**config.mk**
```make
export PLATFORM = sky130hd
export DESIGN_NAME = ssp_rx_fifo
export DESIGN_NICKNAME = d
export VERILOG_FILES = /design/src/rtl/ssp_pkg.sv /design/src/rtl/ssp_rx_fifo.sv
export SDC_FILE = /design/constraint.sdc
export NUM_CORES = 1
export LEC_CHECK = 0
export CORE_ASPECT_RATIO = 0.6
export CORE_MARGIN = 8
export CORE_UTILIZATION = 40
export DETAILED_ROUTE_END_ITERATION = 7
export DONT_BUFFER_PORTS = 1
export MAX_ROUTING_LAYER = met4
export PLACE_DENSITY = 0.5
export SYNTH_ARGS = -nofsm -noshare
export SYNTH_HDL_FRONTEND = slang
export SYNTH_SLANG_ARGS = --single-unit
```
**constraint.sdc**
```tcl
create_clock -name PCLK -period 6.3 [get_ports PCLK]
set_input_delay 0.315 -clock PCLK [delete_from_list [all_inputs] [get_ports PCLK]]
set_output_delay 0.315 -clock PCLK [all_outputs]
set_load 0.05 [all_outputs]
```
**src/rtl/ssp_pkg.sv**
```systemverilog
// Shared SSP constants used by the receive and transmit FIFOs.
// Data width, FIFO depth and the derived pointer width.
package ssp_pkg;

    localparam int SSP_DATA_W     = 8;
    localparam int SSP_FIFO_DEPTH = 4;
    localparam int SSP_PTR_W      = $clog2(SSP_FIFO_DEPTH);

endpackage

```
**src/rtl/ssp_rx_fifo.sv**
```systemverilog
// SSP receive FIFO: buffers received bytes for the processor.
// First-word fall-through head, full interrupt, sticky overrun.
module ssp_rx_fifo
    import ssp_pkg::*;
#(
    parameter int WIDTH = SSP_DATA_W,
    parameter int DEPTH = SSP_FIFO_DEPTH
) (
    input  logic             PCLK,
    input  logic             CLEAR_B,
    input  logic             PSEL,
    input  logic             PWRITE,
    input  logic [WIDTH-1:0] RxDATA,
    input  logic             LOGICREAD,
    output logic [WIDTH-1:0] PRDATA,
    output logic             SSPRXINTR,
    output logic             EMPTY,
    output logic             OVERRUN
);

    localparam int PW = $clog2(DEPTH);
    localparam int CW = $clog2(DEPTH + 1);

    logic [WIDTH-1:0] mem [DEPTH];
    logic [PW-1:0]    w_ptr;
    logic [PW-1:0]    r_ptr;
    logic [CW-1:0]    count;
    logic             ovr_q;
    logic             full;
    logic             pop;
    logic             push;
    logic             drop;

    // Flags and handshake qualifiers decoded from the occupancy count.
    always_comb begin
        full      = (count == CW'(DEPTH));
        EMPTY     = (count == '0);
        SSPRXINTR = full;
        OVERRUN   = ovr_q;
        pop       = PSEL & ~PWRITE & ~EMPTY;
        push      = LOGICREAD & (~full | pop);
        drop      = LOGICREAD & full & ~pop;
        PRDATA    = EMPTY ? '0 : mem[r_ptr];
    end

    // Pointers, occupancy count and sticky overrun flag.
    always_ff @(posedge PCLK or negedge CLEAR_B) begin
        if (!CLEAR_B) begin
            w_ptr <= '0;
            r_ptr <= '0;
            count <= '0;
            ovr_q <= 1'b0;
        end else begin
            if (push)
                w_ptr <= w_ptr + PW'(1);
            if (pop)
                r_ptr <= r_ptr + PW'(1);
            unique case ({push, pop})
                2'b10:   count <= count + CW'(1);
                2'b01:   count <= count - CW'(1);
                default: count <= count;
            endcase
            if (drop)
                ovr_q <= 1'b1;
            else if (pop)
                ovr_q <= 1'b0;
        end
    end

    // Storage array; cleared on reset so no stale byte survives.
    always_ff @(posedge PCLK or negedge CLEAR_B) begin
        if (!CLEAR_B) begin
            for (int i = 0; i < DEPTH; i++)
                mem[i] <= '0;
        end else if (push) begin
            mem[w_ptr] <= RxDATA;
        end
    end

endmodule

```
**Word level (Yosys, flattened, before mapping)**

Cells that the tools add are included.

- Reductions and logical operators: 4
- Muxes and demuxes: 10
- $lt $le $gt $ge: 3
- $add $sub $neg: 4
- Equal/unequal tests: 3
- Bitwise gates (word level): 12

Operator list:

| operator | number |
|---|---|
| $bwmux 32 | 1 |
| $mux 8 | 4 |
| $bmux 8 s2 | 1 |
| $demux 8 s2 | 1 |
| $ge 3x3->1 const B | 2 |
| $not 2->3 | 2 |
| $pmux 3 s2 | 1 |
| $and 1x1->1 | 5 |
| $add 2x1->2 const B | 2 |
| $not 1->1 | 4 |
| $reduce_bool 2->1 | 2 |
| $add 3x1->3 const B | 1 |
| $eq 3x3->1 const B | 1 |
| $logic_not 3->1 | 1 |
| $lt 3x1->1 const B | 1 |
| $sub 3x1->3 const B | 1 |
| $eq 2x1->1 const B | 1 |
| $eq 2x2->1 const B | 1 |
| $mux 1 | 2 |
| $logic_and 1x1->1 | 1 |
| $or 1x1->1 | 1 |

- Flip-flop bits (word level): 40
- Logic and storage cells: 44

**Depth between registers and ports, before layout**

- Depth after elaboration: 7
- Depth in mapped cells: 9

**Worst setup path after synthesis**

No wires, ideal clock.

- Path type: reg-to-reg
- Start point: reg count[0]
- End point: reg count[2]
- Cell stages (with the launch flop): 9
- Buffers on the path: 0
- Clock period less this slack: 2.397 ns
- Slack: 3.903 ns
- Data required time: 6.221 ns
- Arrival: 2.317 ns
- Setup time: 0.079 ns
- Cells stage by stage: dfrtp_1 nor3b_4 a21bo_2 ha_1 inv_1 fa_1 xor2_1 nor2_1 xor2_1

- Elaborated cells between the ends (all ways): 13
- Classes of those cells: add/sub (2); eq/ne (3); mux (1); bitwise (5); reduce/logical (2)

RTL lines:

| what | line | RTL |
|---|---|---|
| from (decl) | ssp_rx_fifo.sv:27 | `logic [CW-1:0] count;` |
| from (signal assigned) | ssp_rx_fifo.sv:59 | `2'b10: count <= count + CW'(1);` |
| from (signal assigned) | ssp_rx_fifo.sv:60 | `2'b01: count <= count - CW'(1);` |
| from (signal assigned) | ssp_rx_fifo.sv:61 | `default: count <= count;` |
| $eq 3x3->1 * | ssp_rx_fifo.sv:36 | `full = (count == CW'(DEPTH));` |
| net SSPRXINTR | ssp_rx_fifo.sv:16 | `output logic SSPRXINTR,` |
| $not 1->1 * | ssp_rx_fifo.sv:41 | `push = LOGICREAD & (~full \| pop);` |
| $or 1x1->1 * | ssp_rx_fifo.sv:41 |  |
| $and 1x1->1 * | ssp_rx_fifo.sv:41 |  |
| $eq 2x1->1 or $eq 2x2->1 (tied branches) | ssp_rx_fifo.sv:58 | `unique case ({push, pop})` |
| $pmux 3 s2 or $reduce_bool 2->1 (tied branches) | n/a |  |

Mark *: on every way through the listed nets, which the timed path passes. The rest lies on a longest branch.
A chain may end at the register's enable or synchronous reset.

**Final worst setup path**

Ends and elaborated chain as after synthesis.

==> qor.csv <==
metric,value,unit
place_congestion,0.721,
worst_pin_slew,1000,ps
num_vias,1007,
ys_seq_area_share,52.7,%
grt_use_met2,15.8,%
finalSetupTns,0,ps
fmax,389,MHz
grt_use_total,10.7,%
drt_wl_total,3460,um
num-nets-final,153,
cp.required,6510,ps
dp_hpwl,2400,um
regToRegSetupSlack,3730,ps
vias_per_cell,5.09,
clk_pin_slew_worst_paths,80,ps
grt_max_degree,41,
antenna_found_initial,0,
worst_setup_path_end_kind,flip-flop,
ys_top_cells_by_count,"40 x dfrtp_1, 33 x mux2_2, 8 x mux4_2, 8 x nor2b_1",
dr.pass1.iters,4,
drv_cap,0,
io_pins,24,
ys_warn_count,0,
synth.most_common_cell,dfrtp_1,
async_reset_ff_share,100,%
holdPathStages,1,
root_buffer,clkbuf_8,
initial_utilization,41.6,%
synth_area,0.00190,mm^2
clk_latency,290,ps
die_w,105,um
ys_dominant_reg_cell,dfrtp_1,
clk_path_buf_depth,2,
ant_nets,0,
top_usage_layer,met2,
synthesis.nets,147,
worstSetupStartpointType,flip-flop,
ctsHtreeMaxLevel,2,
route.detailed.drc,0,
core_area,0.00456,mm^2
routedWlPerCell,17.5,um
rr_endpoint,count[2],
grt_pass1_wl,5820,um
relSlewSlack,33.2,%
rsz0062_at_grt,no,
skew,5.55,ps
drive_gt1_share,41.5,%
synth_cell_types,21,
io_buffers,0,
status,completed,
grt_pass1_vias,1129,
synth_edf_count,0,
die_area,0.00728,mm^2
worstPathArrival,2790,ps
cp-startpoint,count[0],
cts_buffers,5,
cts_tree,built,
insertedDiodeCount,0,
period_minus_slack,2570,ps
worst-r2r-cell-count,8,
synth-seq-cells,40,
post-cts-setup-buffers,0,
yosys-top-cells-area,"dfrtp_1 53%, mux2_2 20%, mux4_2 9.5%",
finalCritPeriodShare,40.9,%
avgSynthCellArea,14.8,um^2
cts.sinks,40,
areaGrowthSynthToFinish,10.1,%
slew_violations,0,
core.rowCount,19,
drt_iter0_markers,59,
timing_worst_setup_path_type,reg -> reg,
synth_cells,128,
die_h,69.4,um
cp-endpoint,count[2],
rr_startpoint,count[0],
hold_viol_final,0,
met1_usage,12.6,%
synth_top_area_share,52.7,%
synth_top_area_cell,dfrtp_1,
grt_overflow,0,
use_met3,4.64,%
crit_fanout,7,
hold_class,in -> reg,
finalSetupViolCount,0,
flip-flops by register name (all words and copies together), names as in the netlist:
signal / count
OVERRUN: 1
w_ptr: 2
r_ptr: 2
mem: 32
count: 3
metrics by stage:
step / instances / hold slack (ps) / utilization, % / setup slack [ps] / cell area, um^2
final: 198 / 173 / 45.8 / 3730 / 2090
after global routing: 198 / 162 / 45.8 / 3550 / 2090
after CTS: 198 / 166 / 45.8 / 3690 / 2090
after detailed placement: 188 / 20.9 / 43.2 / 3710 / 1970
after global placement: 188 / 20.6 / 43.2 / 3770 / 1970
after floorplan: 128 / 19.4 / - / 3900 / 1900
cell type report:
cell class / instances / area (um^2)
flip-flops and latches: 40 / 1000
inverters: 5 / 18.8
multi-input cells: 79 / 866
repair buffers: 3 / 37.5
clock buffers: 8 / 90.1
well taps: 63 / 78.8
fillers: 431 / 2470
worst max-delay path, cell delays in order (launching register included):
cell	delay, ps
dfrtp_1	460
nor3b_4	740
a21bo_2	290
ha_1	180
inv_1	60
fa_1	370
xor2_1	150
nor2_1	110
xor2_1	140
per-layer routing:
| metal | part of all wire, % | vias to the layer above |
|---|---|---|
| met5 | 0 | - |
| met4 | 0.98 | 0 |
| met3 | 7.1 | 5 |
| met2 | 46 | 18 |
| met1 | 46 | 520 |
| li1 | - | 464 |
timing repair:
action	CTS	global route
hold endpoints to repair	40	0
hold buffers	2	0
resized for setup	0	0
cell usage in the layout (no fill, tap or decap):
| master | synthesis | routed |
|---|---|---|
| nor3b_4 | 1 | 1 |
| nor3_2 | 0 | 1 |
| nand2_1 | 4 | 4 |
| nor3b_1 | 1 | 1 |
| xnor2_1 | 2 | 2 |
| xor2_1 | 4 | 4 |
| clkbuf_8 | 0 | 6 |
| dlygate4sd3_1 | 0 | 1 |
| nor2b_1 | 8 | 8 |
| buf_4 | 0 | 1 |
| mux2i_1 | 1 | 1 |
| a21oi_2 | 4 | 4 |
| ha_1 | 5 | 5 |
| a21oi_1 | 1 | 1 |
| buf_12 | 0 | 1 |
| clkbuf_1 | 1 | 2 |
| inv_1 | 5 | 5 |
| nand2b_1 | 1 | 1 |
| nor2_1 | 3 | 3 |
| dfrtp_1 | 40 | 40 |
| a21bo_2 | 1 | 1 |
| mux2_2 | 33 | 33 |
| mux4_2 | 8 | 8 |
| fa_1 | 1 | 1 |
cell families after synthesis:
logic type / synth area share (%)
AO/OA/AOI/OAI: 2.63
XOR/XNOR: 2.77
adder cells (fa/ha/maj): 4.35
buffers and inverters: 1.98
flip-flops: 52.7
multiplexers: 29.6
AND/OR/NAND/NOR: 5.99
how the worst min path moves through the flow:
stage,start,end,slack [ps]
2_1_floorplan,CLEAR_B,OVERRUN,20
3_3_place_gp,CLEAR_B,w_ptr[1],20
3_5_place_dp,CLEAR_B,w_ptr[1],20
4_1_cts,RxDATA[7],mem[7],170
5_1_grt,RxDATA[3],mem[27],160
6_report,RxDATA[7],mem[7],170
Power is left out: the tool's default activity adds up to more than one toggle a clock period on the data nets, which glitch-free logic cannot reach.
